==> src/rtl/cv_pad_pkg.sv <==
// Shared ColecoVision controller definitions: keypad pin codes, joystick vector
// bit positions and the pad reader scan states.
package cv_pad_pkg;

  // Keypad codes as seen on {P1,P2,P3,P4} while the keypad select is low.
  localparam logic [3:0] CV_KEY_0      = 4'b0011;
  localparam logic [3:0] CV_KEY_1      = 4'b1110;
  localparam logic [3:0] CV_KEY_2      = 4'b1101;
  localparam logic [3:0] CV_KEY_3      = 4'b0110;
  localparam logic [3:0] CV_KEY_4      = 4'b0001;
  localparam logic [3:0] CV_KEY_5      = 4'b1001;
  localparam logic [3:0] CV_KEY_6      = 4'b0111;
  localparam logic [3:0] CV_KEY_7      = 4'b1100;
  localparam logic [3:0] CV_KEY_8      = 4'b1000;
  localparam logic [3:0] CV_KEY_9      = 4'b1011;
  localparam logic [3:0] CV_KEY_STAR   = 4'b1010;
  localparam logic [3:0] CV_KEY_HASH   = 4'b0101;
  localparam logic [3:0] CV_KEY_PURPLE = 4'b0100;
  localparam logic [3:0] CV_KEY_BLUE   = 4'b0010;
  localparam logic [3:0] CV_KEY_NONE   = 4'b1111;

  localparam logic [9:0][3:0] CV_KEY_DIGITS = {
    CV_KEY_9, CV_KEY_8, CV_KEY_7, CV_KEY_6, CV_KEY_5,
    CV_KEY_4, CV_KEY_3, CV_KEY_2, CV_KEY_1, CV_KEY_0
  };

  localparam int JOY_RIGHT  = 0;
  localparam int JOY_LEFT   = 1;
  localparam int JOY_DOWN   = 2;
  localparam int JOY_UP     = 3;
  localparam int JOY_FIRE1  = 4;
  localparam int JOY_FIRE2  = 5;
  localparam int JOY_STAR   = 6;
  localparam int JOY_HASH   = 7;
  localparam int JOY_KEY0   = 8;
  localparam int JOY_PURPLE = 18;
  localparam int JOY_BLUE   = 19;
  localparam int JOY_W      = 20;

  typedef enum logic [2:0] {
    ST_JS_SETTLE,
    ST_JS_SAMPLE,
    ST_KP_SETTLE,
    ST_KP_SAMPLE,
    ST_COMMIT
  } pad_state_e;

endpackage

==> src/rtl/cv_key_decode.sv <==
// Keypad code to one-hot joystick-vector field; only bits [19:6] can be set,
// unknown codes (including 0000 and 1111) yield an all-zero field.
module cv_key_decode
  import cv_pad_pkg::*;
(
  input  logic [3:0]       code_i,
  output logic [JOY_W-1:0] key_o
);

  assign key_o[JOY_STAR-1:0] = '0;
  assign key_o[JOY_STAR]     = (code_i == CV_KEY_STAR);
  assign key_o[JOY_HASH]     = (code_i == CV_KEY_HASH);
  assign key_o[JOY_PURPLE]   = (code_i == CV_KEY_PURPLE);
  assign key_o[JOY_BLUE]     = (code_i == CV_KEY_BLUE);

  generate
    for (genvar gi = 0; gi < 10; gi++) begin : g_digit
      assign key_o[JOY_KEY0+gi] = (code_i == CV_KEY_DIGITS[gi]);
    end
  endgenerate

endmodule

==> src/rtl/cv_pad_reader.sv <==
// Scans a ColecoVision controller in joystick then keypad mode, debounces
// whole scans and publishes the decoded 20-bit joystick vector.
module cv_pad_reader
  import cv_pad_pkg::*;
#(
  parameter int SETTLE   = 8,
  parameter int DEBOUNCE = 3
) (
  input  logic             clk_i,
  input  logic             reset_n_i,
  input  logic             clk_en_i,
  input  logic [4:0]       pin_i,
  output logic             sel_js_n_o,
  output logic             sel_kp_n_o,
  output logic [JOY_W-1:0] joy_o,
  output logic             upd_o
);

  localparam int SW = $clog2(SETTLE);
  localparam logic [SW-1:0] SETTLE_LAST = SW'(SETTLE - 1);
  localparam logic [3:0]    DEB_MIN     = 4'(DEBOUNCE);

  logic [4:0]       sync1_q, sync2_q;
  pad_state_e       state_q, state_d;
  logic [SW-1:0]    settle_q, settle_d;
  logic [JOY_W-1:0] scan_q, scan_d;
  logic [JOY_W-1:0] cand_q, cand_d;
  logic [JOY_W-1:0] joy_q, joy_d;
  logic [JOY_W-1:0] key_field;
  logic [3:0]       cnt_q, cnt_d;
  logic             upd_q, upd_d;

  // Synchronizer runs every clk so pin edges are never missed while gated.
  always_ff @(posedge clk_i) begin
    if (!reset_n_i) begin
      sync1_q <= '1;
      sync2_q <= '1;
    end else begin
      sync1_q <= pin_i;
      sync2_q <= sync1_q;
    end
  end

  cv_key_decode u_key_decode (
    .code_i (sync2_q[3:0]),
    .key_o  (key_field)
  );

  always_ff @(posedge clk_i) begin
    if (!reset_n_i) begin
      state_q  <= ST_JS_SETTLE;
      settle_q <= '0;
    end else begin
      state_q  <= state_d;
      settle_q <= settle_d;
    end
  end

  always_comb begin
    state_d  = state_q;
    settle_d = settle_q;
    if (clk_en_i) begin
      case (state_q)
        ST_JS_SETTLE, ST_KP_SETTLE: begin
          if (settle_q == SETTLE_LAST) begin
            settle_d = '0;
            state_d  = (state_q == ST_JS_SETTLE) ? ST_JS_SAMPLE : ST_KP_SAMPLE;
          end else begin
            settle_d = settle_q + 1'b1;
          end
        end
        ST_JS_SAMPLE: state_d = ST_KP_SETTLE;
        ST_KP_SAMPLE: state_d = ST_COMMIT;
        default:      state_d = ST_JS_SETTLE;
      endcase
    end
  end

  // Settle count 0 is the break-before-make cycle with both selects released.
  always_comb begin
    sel_js_n_o = 1'b1;
    sel_kp_n_o = 1'b1;
    case (state_q)
      ST_JS_SETTLE: sel_js_n_o = (settle_q == '0);
      ST_JS_SAMPLE: sel_js_n_o = 1'b0;
      ST_KP_SETTLE: sel_kp_n_o = (settle_q == '0);
      ST_KP_SAMPLE: sel_kp_n_o = 1'b0;
      ST_COMMIT:    sel_kp_n_o = 1'b0;
      default: ;
    endcase
  end

  always_comb begin
    scan_d = scan_q;
    cand_d = cand_q;
    cnt_d  = cnt_q;
    joy_d  = joy_q;
    upd_d  = 1'b0;
    if (clk_en_i) begin
      case (state_q)
        ST_JS_SAMPLE: begin
          scan_d[JOY_UP:JOY_RIGHT] = ~sync2_q[3:0];
          scan_d[JOY_FIRE1]        = ~sync2_q[4];
        end
        ST_KP_SAMPLE: begin
          scan_d = key_field | {14'd0, ~sync2_q[4], scan_q[JOY_FIRE1:0]};
        end
        ST_COMMIT: begin
          if (scan_q == cand_q) begin
            if (cnt_q != 4'hF) cnt_d = cnt_q + 4'd1;
          end else begin
            cand_d = scan_q;
            cnt_d  = 4'd1;
          end
          if ((cnt_d >= DEB_MIN) && (cand_d != joy_q)) begin
            joy_d = cand_d;
            upd_d = 1'b1;
          end
        end
        default: ;
      endcase
    end
  end

  always_ff @(posedge clk_i) begin
    if (!reset_n_i) begin
      scan_q <= '0;
      cand_q <= '0;
      cnt_q  <= '0;
      joy_q  <= '0;
      upd_q  <= 1'b0;
    end else begin
      scan_q <= scan_d;
      cand_q <= cand_d;
      cnt_q  <= cnt_d;
      joy_q  <= joy_d;
      upd_q  <= upd_d;
    end
  end

  assign joy_o = joy_q;
  assign upd_o = upd_q;

endmodule
==> config.mk <==
export PLATFORM = sky130hd
export DESIGN_NAME = cv_pad_reader
export DESIGN_NICKNAME = d
export VERILOG_FILES = /design/src/rtl/cv_pad_pkg.sv /design/src/rtl/cv_key_decode.sv /design/src/rtl/cv_pad_reader.sv
export SDC_FILE = /design/constraint.sdc
export NUM_CORES = 1
export LEC_CHECK = 0
export BUFFER_PORTS_ARGS = -buffer_cell sky130_fd_sc_hd__buf_2
export CORE_UTILIZATION = 59
export DETAILED_ROUTE_END_ITERATION = 10
export PLACE_DENSITY = 0.91
export SLEW_MARGIN = 20
export SYNTH_ARGS = -nofsm -noshare
export SYNTH_HDL_FRONTEND = slang
export SYNTH_SLANG_ARGS = --single-unit
==> constraint.sdc <==
create_clock -name clk_i -period 2.2 [get_ports clk_i]
set_input_delay 0.44 -clock clk_i [delete_from_list [all_inputs] [get_ports clk_i]]
set_output_delay 0.44 -clock clk_i [all_outputs]
set_load 0.005 [all_outputs]
==> summary by stage, run 1 <==
Critical path
In this run the worst path has a maximum fanout of 10. The count of cells along the worst register-to-register path is 5. The launch instance of the worst register-to-register path is scan_q[5]. By startpoint and endpoint, the worst setup path is classified as flip-flop to flip-flop. STA puts the critical path data required time at 2.49 ns.

STA puts the critical path data arrival time at 2.36 ns. The slowest stage of the critical path is the o2111a_2 cell. In this run the register-to-register setup slack is 0.13 ns. The longest individual stage delay on the worst path is 0.50 ns. The number of buffers and inverters on the critical path is 0. The cell class contributing the biggest share of worst-path delay is simple AND/OR/NAND/NOR gates. The end of the worst register-to-register path is joy_o[15]. STA classifies the critical path endpoint as a flip-flop.

Walking the worst path, the cells encountered are xor2_1 -> nor4_4 -> nor3b_2 -> o2111a_2 -> mux2i_1. STA classifies the critical path startpoint as a flip-flop.

STA
For this run, the top clock speed supported by timing is 482 MHz. The worst hold slack across all endpoints is 0.265 ns. Setup repair after global routing left no endpoint under its margin. The least setup slack across all paths after layout is 0.126 ns. The fraction of the cycle the final worst path needs is 0.943. The final number of hold-violating endpoints came to 0. The number of max-slew violations in the final report is 0. For the final routed database, the setup TNS stands at 0 ns.

Measured against its own limit, the worst slew margin works out to 0.635. The final critical-path required period is 2.07 ns. The count of endpoints failing setup in the final report is 0. The slew at the pin closest to its max-slew limit is 0.547 ns. The final worst clock skew is 0.00624 ns.

Global route
Global routing finished with a remaining overflow of 0. The total routing usage reported by global routing is 0.244. The first global-routing pass estimated 12.0 mm of wire. The initial antenna violation count is 0. Entering global routing, the biggest net connects 48 pins. The number of global-route vias before repair is 2647.

Place
The total of buffers placed on input and output ports is 30. At the end of routability-driven placement, the weighted congestion stood at 0.888. The total half-perimeter wirelength after legalization and detailed placement is 5.09 mm.

The pre-CTS setup slack is 0.203 ns. Counting tap cells, the placed design contains a total of 503 instances.

Cells and area
The share of final-layout standard cells stronger than drive strength 1 is 0.128. Leaving out fill and tap cells, the most frequent cell in the layout is nand2_1. The multi-input combinational cells in the finished layout cover a total of 1960 sq um. The top cell types in the final layout, fill and taps aside, are 105 x nand2_1, 81 x dfxtp_1, 34 x a21boi_0, 30 x buf_2, 24 x xor2_1. The count of antenna diodes in the layout is 0. The number of nets in the layout is 452. The synthesis-to-layout area growth is 10.7%. The filler cell count in the final layout is 465.

The storage element area is 1620 sq um. Excluding fillers, the count of instances in the completed layout stands at 520.

Power and ir drop
The worst-case IR drop observed on VDD is 555 uV. In this run the static leakage power is 0.00171 uW. In this run the power density over the cells is 636 nW/um^2.

Total power for the finished layout comes to 2600 uW.

Hold path
Counting instances, the worst hold path has a depth of 2. The origin of the worst min-delay path is pin_i[4]. The path class of the tightest hold or removal check is input pin to flip-flop. The endpoint of the worst hold path is sync1_q[4].

Routing
For this block, the routed nets add up to 7.51 mm of wire. The detailed router placed 2905 vias in this run. In the routed design, unresolved DRC markers number 0. The number of design-rule violations left by the first detailed-router iteration is 202. The remaining antenna violation count is 0.

The number of detailed-routing iterations run before antenna repair is 4. After detailed routing, the average wire length per cell comes to 14.4 um. Dividing the detail-routed via count by the number of cells gives 5.59.

Clocking
The source-to-sink clock delay at the later pin of the worst-skew pair is 0.35 ns. The clock root buffer is clkbuf_8. TritonCTS built the clock tree. The number of clock sinks seen by CTS is 81. After clock tree synthesis, the clock-pin slew on the worst setup and hold paths is 0.08 ns. The number of setup buffers added after CTS is 0. The post-cts hold buffer count is 0. The maximum clock insertion buffer count is 2. The number of CTS-inserted buffers is 9. The count of cells resized by post-cts repair is 0. CTS built an H-tree with a depth of 3.

Die
In this run the horizontal extent of the chip is 81.0 um. 31 I/O pins were placed. The total die area is 6570 sq um. The die boundary height is 81.0 um. The core area is 5990 sq um.

The standard-cell row count is 28. The starting utilization of the core area is 0.615.

Logic synthesis
The gate count of the mapped netlist is 414. Synthesis inferred 81 register bits. The number of nets handed over by synthesis was 426. For this run, asynchronously set or reset flops after synthesis account for 0. The number of enable-type register cells in the synthesized netlist is 0. The number of distinct library cells after synthesis is 36. The most used flip-flop cell after synthesis is dfxtp_1.

Yosys printed 0 warnings. The mean instance size in the synthesized netlist is 8.90 sq um. The share of synthesized area occupied by flip-flops and latches is 0.440. After synthesis the cells add up to 3690 sq um.

Status
The run finished with clean final reports.

Job
The max-cap check violation count is 0.
-- worst max path at each step --
stage                     startpoint  slack [ns]   endpoint  depth (start not counted)
after floorplan            scan_q[5]        0.52  joy_o[10]                          6
after global placement     scan_q[5]        0.29   joy_o[2]                          5
after detailed placement   scan_q[5]        0.20   joy_o[0]                          5
after CTS                  scan_q[5]        0.17  joy_o[14]                          5
after global routing       scan_q[5]       0.006  joy_o[17]                          5
final                      scan_q[5]        0.13  joy_o[15]                          5
-- flip-flops by register name (all words and copies together) (netlist names) --
signal    count
cand_q       20
cnt_q         4
joy_o        20
scan_q       20
settle_q      3
state_q       3
sync1_q       5
sync2_q       5
upd_o         1
-- power by group --
part           internal (uW)  switching (uW)  total (uW)
Sequential              1480            9.19        1490
Combinational           32.5            41.7        74.2
Clock                    523             514        1040
Total                   2030             565        2600
-- Yosys cell counts (3+ instances only) --
cell type	instances	area share
a21boi_0	34	0.069
a21oi_1	8	0.011
clkbuf_1	20	0.020
dfxtp_1	81	0.44
ha_1	4	0.014
mux2i_1	21	0.057
nand2_1	105	0.11
nand2b_1	11	0.019
nand3_1	12	0.016
nand4_1	10	0.017
nor2_1	12	0.012
nor2b_1	13	0.022
nor3b_1	3	0.0061
nor4_1	6	0.010
o211a_1	7	0.019
o21ai_0	3	0.0041
xnor2_1	16	0.038
xor2_1	24	0.057
-- stage by stage --
| step | area [sq um] | util |
|---|---|---|
| floorplan | 3690 | - |
| global placement | 3880 | 0.648 |
| detailed placement | 3880 | 0.648 |
| CTS | 4070 | 0.679 |
| global route | 4080 | 0.681 |
| finish | 4080 | 0.681 |
-- kinds of logic (layout without fill, tap and decap cells) --
kind of cell               after synthesis  after routing  share of synthesized area
and+or+nand+nor                        183            183                      0.237
DFF                                     81             81                      0.440
AOI/OAI and AO/OA                       59             60                      0.121
xor gates and xnor gates                40             40                     0.0950
buffers and inverters                   26             56                     0.0360
muxes                                   21             21                     0.0570
adders and majority gates                4              4                     0.0136
-- cell type report --
class	count	share of cell area
Inverter	2	0.00184
Tap cell	75	0.0230
Clock buffer	11	0.0322
Sequential cell	81	0.397
Clock inverter	5	0.0138
Multi-Input combinational cell	308	0.480
Timing Repair Buffer	38	0.0515
-- per-layer routing --
layer / up-vias / part of all wire / global-route usage
li1: 1451 / - / -
met4: 0 / 0.022 / 0.0929
met1: 1346 / 0.44 / 0.294
met5: - / 0 / 0
met3: 17 / 0.064 / 0.0798
met2: 91 / 0.48 / 0.403
(Power assumes the default switching activity.)
==> run 2: changes to the inputs <==
CORE_UTILIZATION = 60   (was 59)
PLACE_DENSITY = 0.92   (was 0.91)
SYNTH_HIERARCHICAL = 1   (was default)
==> run 2 against run 1 <==
Worst hold slack worse by 0.013 ns. Critical path depth decreased by 1. Synthesized cell count rose by 6.8%. Clock skew is 0.0082 ns higher. Non-clock buffer count rose by 9. Via count rose by 11%. Core utilization increased by 1.5 points. Area after synthesis is 7.9% higher. Worst setup slack gained 0.023 ns. Sequential power is essentially flat. Combinational power increased by 11%. Critical path type is now flip-flop to output port. Critical endpoint is now sel_kp_n_o. Largest power group unchanged. Highest routed layer unchanged.
==> summary by stage, run 2 <==
Clocking
No sink is reached through more buffers than the 2 on the longest clock path. Once the clock tree was built, the setup fixing pass inserted 0 buffers. The H-tree was split into 3 levels. The root buffer cell chosen for the clock tree is clkbuf_8. The number of CTS-inserted buffers is 9. Hold repair after CTS inserted 0 buffers. The CTS tree is yes. After clock tree synthesis, the clock-pin slew on the worst setup and hold paths is 0.08 ns.

The clock reaches the later pin of the worst-skew pair after 0.36 ns. The number of clock sinks seen by CTS is 81. Post-CTS repair changed the size of 0 cells.

Cells and area
Relative to the synthesized area, the layout overhead comes to 11.8%. The number of nets in the layout is 486. In the final layout, the share of cells above drive strength 1 is 0.153. The library cell used most frequently in the layout, excluding fill and tap cells, is nand2_1. The number of antenna diodes in the final layout is 0. The finished cells cover 4450 sq um.

The library cells used most frequently in the layout, excluding fill and tap cells, are 117 x nand2_1, 81 x dfxtp_1, 35 x a21boi_0, 30 x buf_2, 21 x mux2i_1. Counting the fill cells in the layout gives 463.

Logic synthesis
The number of warnings issued by yosys is 6. The most used flip-flop cell after synthesis is dfxtp_1. The share of flip-flops with an asynchronous set or reset after synthesis is 0. The number of enable-type register cells in the synthesized netlist is 0. The mean instance size in the synthesized netlist is 9.00 sq um.

Counting every instance in the synthesized netlist gives 442. The most repeated cell in the gate-level netlist after synthesis is nand2_1. By count the netlist is led by 117 x nand2_1, 81 x dfxtp_1, 35 x a21boi_0. Ranked by total cell area, the synthesized netlist is headed by dfxtp_1 41%, nand2_1 11%, a21boi_0 6.6%, mux2i_1 5.3%, xnor2_1 4.4%. The synthesized design spends more area on one cell type than any other, namely dfxtp_1. For this run, the register share of the synthesized area comes to 0.408. The synthesized netlist occupies a cell area of 3980 sq um.

The number of distinct library cells after synthesis is 44. The post-synthesis register bit count is 81. The proportion of netlist area held by the largest area contributor is 0.408.

Place
The placer's final routability congestion estimate is 0.926. Detailed placement finished with a half-perimeter wire length of 5.85 mm. The total cell area at the placement stage is 4220 sq um. The total of buffers placed on input and output ports is 30.

Die
The die covers 6960 sq um. After floorplanning, the core was sized to cover 6390 sq um. In this run the count of I/O pins placed on the die edge is 31. From left edge to right edge, the die measures 83.4 um. For this configuration, the core starts out at a cell density of 0.623. The die boundary height is 83.4 um. The standard-cell row count is 29.

Critical path
The cell class contributing the biggest share of worst-path delay is flip-flops. The worst setup path is launched from a flip-flop. For the worst setup path, the data arrival time is 1.61 ns. The worst register-to-register path has a depth of 6. The maximum net fanout on the critical path is 10.

The total number of cells along the worst setup path is 4. The start point of the critical path is state_q[1]. The worst setup path is of the flip-flop to output port kind.

In this run the critical register-to-register path is launched from scan_q[3]. Walking the worst path, the cells encountered are clkinv_1 -> a211oi_1 -> a21oi_1 -> buf_2. The longest individual stage delay on the worst path is 0.45 ns. At the worst endpoint, the required time is 1.76 ns. The cell with the largest stage delay on the worst path is dfxtp_1. The buffers plus inverters on the worst setup path is 2. STA classifies the critical path endpoint as an output port.

STA
For the pin with the worst max-slew slack, the measured transition is 0.714 ns. The final critical-path required period is 2.05 ns. The final worst clock skew is 0.0145 ns.

The final number of hold-violating endpoints is 0. Setup repair after global routing left no endpoint under its margin. The fraction of the cycle the final worst path needs is 0.932. The highest clock rate is 488 MHz. Across all hold checks on the routed design, the worst slack comes to 0.252 ns. The number of max-slew violations in the final report is 0. In this run the tightest slew margin relative to its limit is 0.523. The count of endpoints failing setup in the final report is 0. Summed over all failing endpoints, the final setup total negative slack is 0 ns.

Hold path
The class of the most critical hold timing path is input pin to flip-flop. The count of cells along the worst hold path is 2. The origin of the worst min-delay path is pin_i[3].

Power and ir drop
The maximum vdd drop is 477 uV. Dividing total power by cell area gives a power density of 645 nW/um^2. Overall power consumption after layout is estimated at 2870 uW.

Summed over all cells, the static leakage comes to 0.00184 uW.

Global route
For this run, global-route usage on met2 was measured as 0.437. The first global-routing pass estimated 14.7 mm of wire. The overall overflow remaining after global route is 0. The largest net degree at the start of global routing is 64. The number of global-route vias before repair is 3112. The initial antenna violation count came to 0. In the global route stage, overall resource usage came out at 0.264.

met2 is the most crowded layer. For this run, global-route usage on met3 was measured as 0.0537. The routing usage on met1 is 0.338.

Routing
The via count normalized by instance count is 5.82. The count of unresolved DRC violations after routing is 0. Dividing the detail-routed wire length by the instance count gives 15.7 um. The first detailed-routing pass ran for 4 iterations. Summed over all layers, the routed wires come to 8.72 mm. The detail route stage leaves a number of antenna-violating nets equal to 0. The number of vias after detailed routing is 3229. The number of design-rule violations left by the first detailed-router iteration is 278.

Job
The max-cap check violation count is 0.

Status
The run finished with clean final reports.
run 2: worst reg2reg max path: stages (launching register included):
cell      delay [ns]
dfxtp_1         0.49
xor2_1          0.16
nor4_2          0.24
nand4_1         0.20
a211oi_4        0.29
buf_12          0.22
mux2i_1         0.22
run 2: cells by family (layout without fill, tap and decap cells):
family	Yosys count	after routing	share of synthesized area
AND/OR/NAND/NOR	190	190	0.255
multiplexers	21	21	0.0528
adder cells (fa/ha/maj)	4	4	0.0126
XOR/XNOR	40	40	0.0881
AO/OA/AOI/OAI	66	66	0.128
flip-flops	81	81	0.408
other	1	6	0.000943
buffers and inverters	39	70	0.0547
run 2: worst paths after layout:
path | slack, ns | to
setup / recovery | 0.15 | sel_kp_n_o
hold / removal | 0.25 | sync1_q[3]
setup reg to reg | 0.31 | joy_o[0]
hold reg to reg | 0.41 | sync2_q[1]
run 2: final cells by class:
| type | instances | area (sq um) | share of cell area |
|---|---|---|---|
| clock inverters | 5 | 104 | 0.0234 |
| well taps | 77 | 96.3 | 0.0217 |
| repair buffers | 47 | 303 | 0.0681 |
| multi-input cells | 327 | 2160 | 0.487 |
| inverters | 8 | 30.0 | 0.00675 |
| flip-flops and latches | 81 | 1620 | 0.365 |
| clock buffers | 10 | 128 | 0.0287 |
run 2: per-stage QoR:
step	instances	util	setup slack (ns)
2_1_floorplan	447	-	0.516
3_3_place_gp	540	0.660	0.318
3_5_place_dp	540	0.660	0.265
4_1_cts	555	0.696	0.189
5_1_grt	555	0.696	0.0590
6_report	555	0.696	0.149
run 2: report_power, final:
group | switching [uW] | internal, uW
Clock | 540 | 750
Combinational | 43.3 | 38.6
Sequential | 18.9 | 1480
run 2: layer usage:
layer | vias to the layer above | wire, um | share of wire
met1 | 1543 | 3830 | 0.44
met2 | 128 | 4230 | 0.48
met3 | 17 | 519 | 0.059
met5 | - | 0 | 0
met4 | 0 | 146 | 0.017
li1 | 1541 | - | -
==> run 3: changes to the inputs <==
ABC_AREA = 1   (was default)
CORE_UTILIZATION = 62   (was 60)
CTS_BUF_LIST = sky130_fd_sc_hd__clkbuf_4   (was default)
PLACE_DENSITY = 0.94   (was 0.92)
==> run 3 against run 2 <==
Core utilization is 1.0 points higher. Sequential cell count stayed put. Critical path depth is 12 higher. Total power is 7.6% lower. Combinational power is 11% higher. Clock skew is 0.0064 ns higher. Fmax is 2.4% higher. Sequential share of layout area is 2.5 points higher. Global-route usage is 0.57 points higher. Via count is 4.2% higher. Critical path type is now flip-flop to flip-flop. Non-clock buffer count is 8 lower. Worst setup slack better by 0.049 ns.
==> summary by stage, run 3 <==
Hold path
The worst hold path begins at pin_i[4]. The class of the most critical hold timing path is input pin to flip-flop. The endpoint of the worst hold path is sync1_q[4].

The worst hold path passes through 2 cells.

Critical path
The maximum net fanout on the critical path is 31. The launch instance of the worst register-to-register path is scan_q[1]. The setup check on the worst reg-to-reg path leaves a slack of 0.20 ns.

Data arrives at the worst endpoint at 2.38 ns. The required arrival time at the worst endpoint is 2.58 ns. The kind of critical path is flip-flop to flip-flop. The startpoint kind of the worst setup timing path is a flip-flop. The worst setup path is captured at a flip-flop. In this run the critical register-to-register path is captured at joy_o[17]. The count of cells along the worst register-to-register path is 16. Tracing the worst setup path back leads to its startpoint at scan_q[1].

Die
In this run the vertical extent of the chip is 79.9 um. The standard-cell row count is 28. The count of pins on the block boundary is 31. In this run the standard cell core region covers 5890 sq um. The horizontal die dimension is 79.9 um. The initial utilization of the core area, before any placement, comes to 0.640. The total die area is 6390 sq um.

Logic synthesis
The most used flip-flop cell after synthesis is dfxtp_1. For this run, asynchronously set or reset flops after synthesis account for 0. The xor and xnor area share after synthesis is 0.0605. The Yosys step of the flow raised 6 warnings. After synthesis, the cell types taking the most area are dfxtp_1 43%, nand2_1 12%, nor2_1 7.2%, a21oi_1 6.6%, inv_1 6.0%. Summed over all instances, the cell type with the most area after synthesis is dfxtp_1.

The fraction of the mapped netlist area in compound gates is 0.143. The post-synthesis register bit count is 81. After synthesis, the largest family of logic cells by area is simple AND/OR/NAND/NOR gates. The mean instance size in the synthesized netlist is 7.01 sq um.

The area share of fa/ha/maj cells after synthesis is 0.0133. Of the synthesized area, sequential elements account for 0.431. The number of distinct library cells after synthesis is 27.

In this run, synthesis inferred 0 flip-flops with an integrated enable. The share of synthesized area in the top cell type comes to 0.431. The gate count of the mapped netlist is 537. In the synthesized netlist, the cells that appear most often are 121 x nand2_1, 81 x dfxtp_1, 72 x nor2_1. The simple logic cell fraction of the synthesized area is 0.241. After synthesis the cells add up to 3770 sq um.

After synthesis, the share of cell area in mux cells is 0.00266. The most repeated cell in the gate-level netlist after synthesis is nand2_1.

Cells and area
From synthesis to final layout, the design area changed by 10.4%. The repair_antennas step left the layout with diodes totalling 0. In the layout the commonest cells are 120 x nand2_1, 81 x dfxtp_1, 71 x nor2_1, 60 x inv_1, 50 x a21oi_1. After the last flow step, the layout net total stands at 577. The most frequent standard cell in the layout excluding fill and tap cells is nand2_1. Of the cells placed in the final design, the portion with a size suffix greater than 1 is 0.139.

Clocking
The clock root buffer is clkbuf_4. The maximum clock insertion buffer count is 2. In this run the number of H-tree levels came out at 3. The clock net in this run drives a total of 81 sinks. For the worst-skew pair, the clock arrives at the later sink with an insertion delay of 0.43 ns. The CTS tree is yes.

After clock tree synthesis, the flow added hold-fix buffers numbering 0. The number of CTS-inserted buffers is 9. Clock-pin slew was measured on the worst setup and hold paths at 0.13 ns.

STA
The final critical-path required period is 2.00 ns. The number of max-slew violations in the final report was 0. The normalized max-slew margin is 0.649. Setup repair after global routing left no endpoint under its margin. The final number of hold-violating endpoints is 0. The final total negative setup slack is 0 ns. The count of endpoints failing setup in the final report is 0. In the post-route analysis, the smallest setup slack over all paths is 0.198 ns. Derived from the worst setup path, the maximum achievable clock frequency is 500 MHz. The fraction of the cycle the final worst path needs is 0.910. For the pin with the worst max-slew slack, the measured transition is 0.527 ns. The final worst clock skew is 0.0209 ns.

Global route
Entering global routing, the biggest net connects 66 pins. The overall overflow remaining after global route is 0. The wire length of the first global-routing pass is 13.2 mm. The number of global-route vias before repair came to 3072. The total routing usage reported by global routing is 0.269. The initial antenna violation count is 0.

Place
The total of buffers placed on input and output ports is 30. Prior to clock tree synthesis, the placed netlist has a worst setup slack of 0.185 ns. The total half-perimeter wirelength after legalization and detailed placement is 5.50 mm.

The placer's final routability congestion estimate is 0.808.

Routing
The first detailed-routing pass ran for 5 iterations. Across all layers, the routed design uses 3366 vias. The routed length per instance is 12.3 um. Using the TritonRoute via totals, the vias-per-cell ratio works out to 5.23. For this block, the routed nets add up to 7.92 mm of wire. The remaining antenna violation count is 0. The count of unresolved DRC violations after routing is 0.

In this run, the number of DRC markers left after iteration 0 of detailed routing was 266.

Status
The flow ran to the end, and the final reports show no timing, DRC or antenna violations.

Power and ir drop
In this run the power density over the cells is 637 nW/um^2. The maximum vdd drop is 415 uV. The static leakage is 0.00213 uW.

Job
The tool flagged a number of max-cap violations equal to 0.
run 3: cell count changes in the layout (fill, tap and decap cells not counted), moves of 7 or more:
cell      before  now
nor2_1        11   71
inv_1          7   60
a21oi_1        4   50
o21ai_0        2   44
a21boi_0      35    0
mux2i_1       21    1
nand2b_1      10    0
or2_2          1   11
clkbuf_4       0    9
clkbuf_8       9    0
inv_2          0    9
buf_4         15    7
xor2_1        20   12
o21a_1         7    0
run 3: layout make-up:
class | instances | area [sq um]
multi-input combinational | 364 | 1770
clock buffer | 9 | 67.6
tap | 75 | 93.8
timing repair buffer | 39 | 243
clock inverter | 5 | 104
fill | 479 | 1730
inverter | 70 | 263
sequential | 81 | 1620
run 3: metal layers:
metal | GRT usage | vias to the layer above | part of all wire | routed length (um)
met5 | 0 | - | 0 | 0
met3 | 0.0560 | 17 | 0.055 | 437
li1 | - | 1713 | - | -
met4 | 0.127 | 0 | 0.018 | 139
met2 | 0.456 | 107 | 0.49 | 3860
met1 | 0.324 | 1529 | 0.44 | 3480
run 3: critical path, cell delays in order (launching register included):
cell and delay (ns):
dfxtp_1 0.37, inv_1 0.11, nand2_1 0.07, nand2_1 0.07, nand2_1 0.06, nor2_1 0.11
nand3_1 0.16, nor2_4 0.19, nand2_1 0.09, nand2_1 0.07, nand2_1 0.05, nand2_2 0.10
nand2_4 0.11, buf_12 0.18, nand2_1 0.07, nand2_1 0.05, nor2_1 0.09
run 3: cells by family (layout without fill, tap and decap cells):
kind of cell / count (synthesis) / after routing
XOR/XNOR: 26 / 26
buffers and inverters: 97 / 123
AND/OR/NAND/NOR: 224 / 224
AO/OA/AOI/OAI: 103 / 103
multiplexers: 1 / 1
other: 1 / 6
flip-flops: 81 / 81
adder cells (fa/ha/maj): 4 / 4
run 3: repair_timing:
item	CTS	global route
resized for setup	0	2
endpoints found under the setup margin	0	11
setup buffers	0	1
run 3: power by group:
group / switching (uW) / total (uW) / internal [uW]
registers: 8.72 / 1490 / 1480
clock network: 505 / 1070 / 566
logic: 58.6 / 91.0 / 32.4
run 3: worst max-delay path by stage:
stage                           end  slack [ns]
after floorplan           joy_o[18]        0.60
after detailed placement  joy_o[17]        0.19
after global placement    joy_o[15]        0.22
final                     joy_o[17]        0.20
after global routing      joy_o[18]       0.009
after CTS                 joy_o[17]        0.14
run 3: metrics by stage:
stage	util	std cells	area, sq um	hold WS, ns	power, uW
3_5_place_dp	0.675	628	3970	0.398	1610
3_3_place_gp	0.675	628	3970	0.394	1610
5_1_grt	0.706	643	4160	0.160	2740
6_report	0.706	643	4160	0.179	2650
2_1_floorplan	-	542	3780	0.393	1590
4_1_cts	0.704	642	4140	0.161	2660
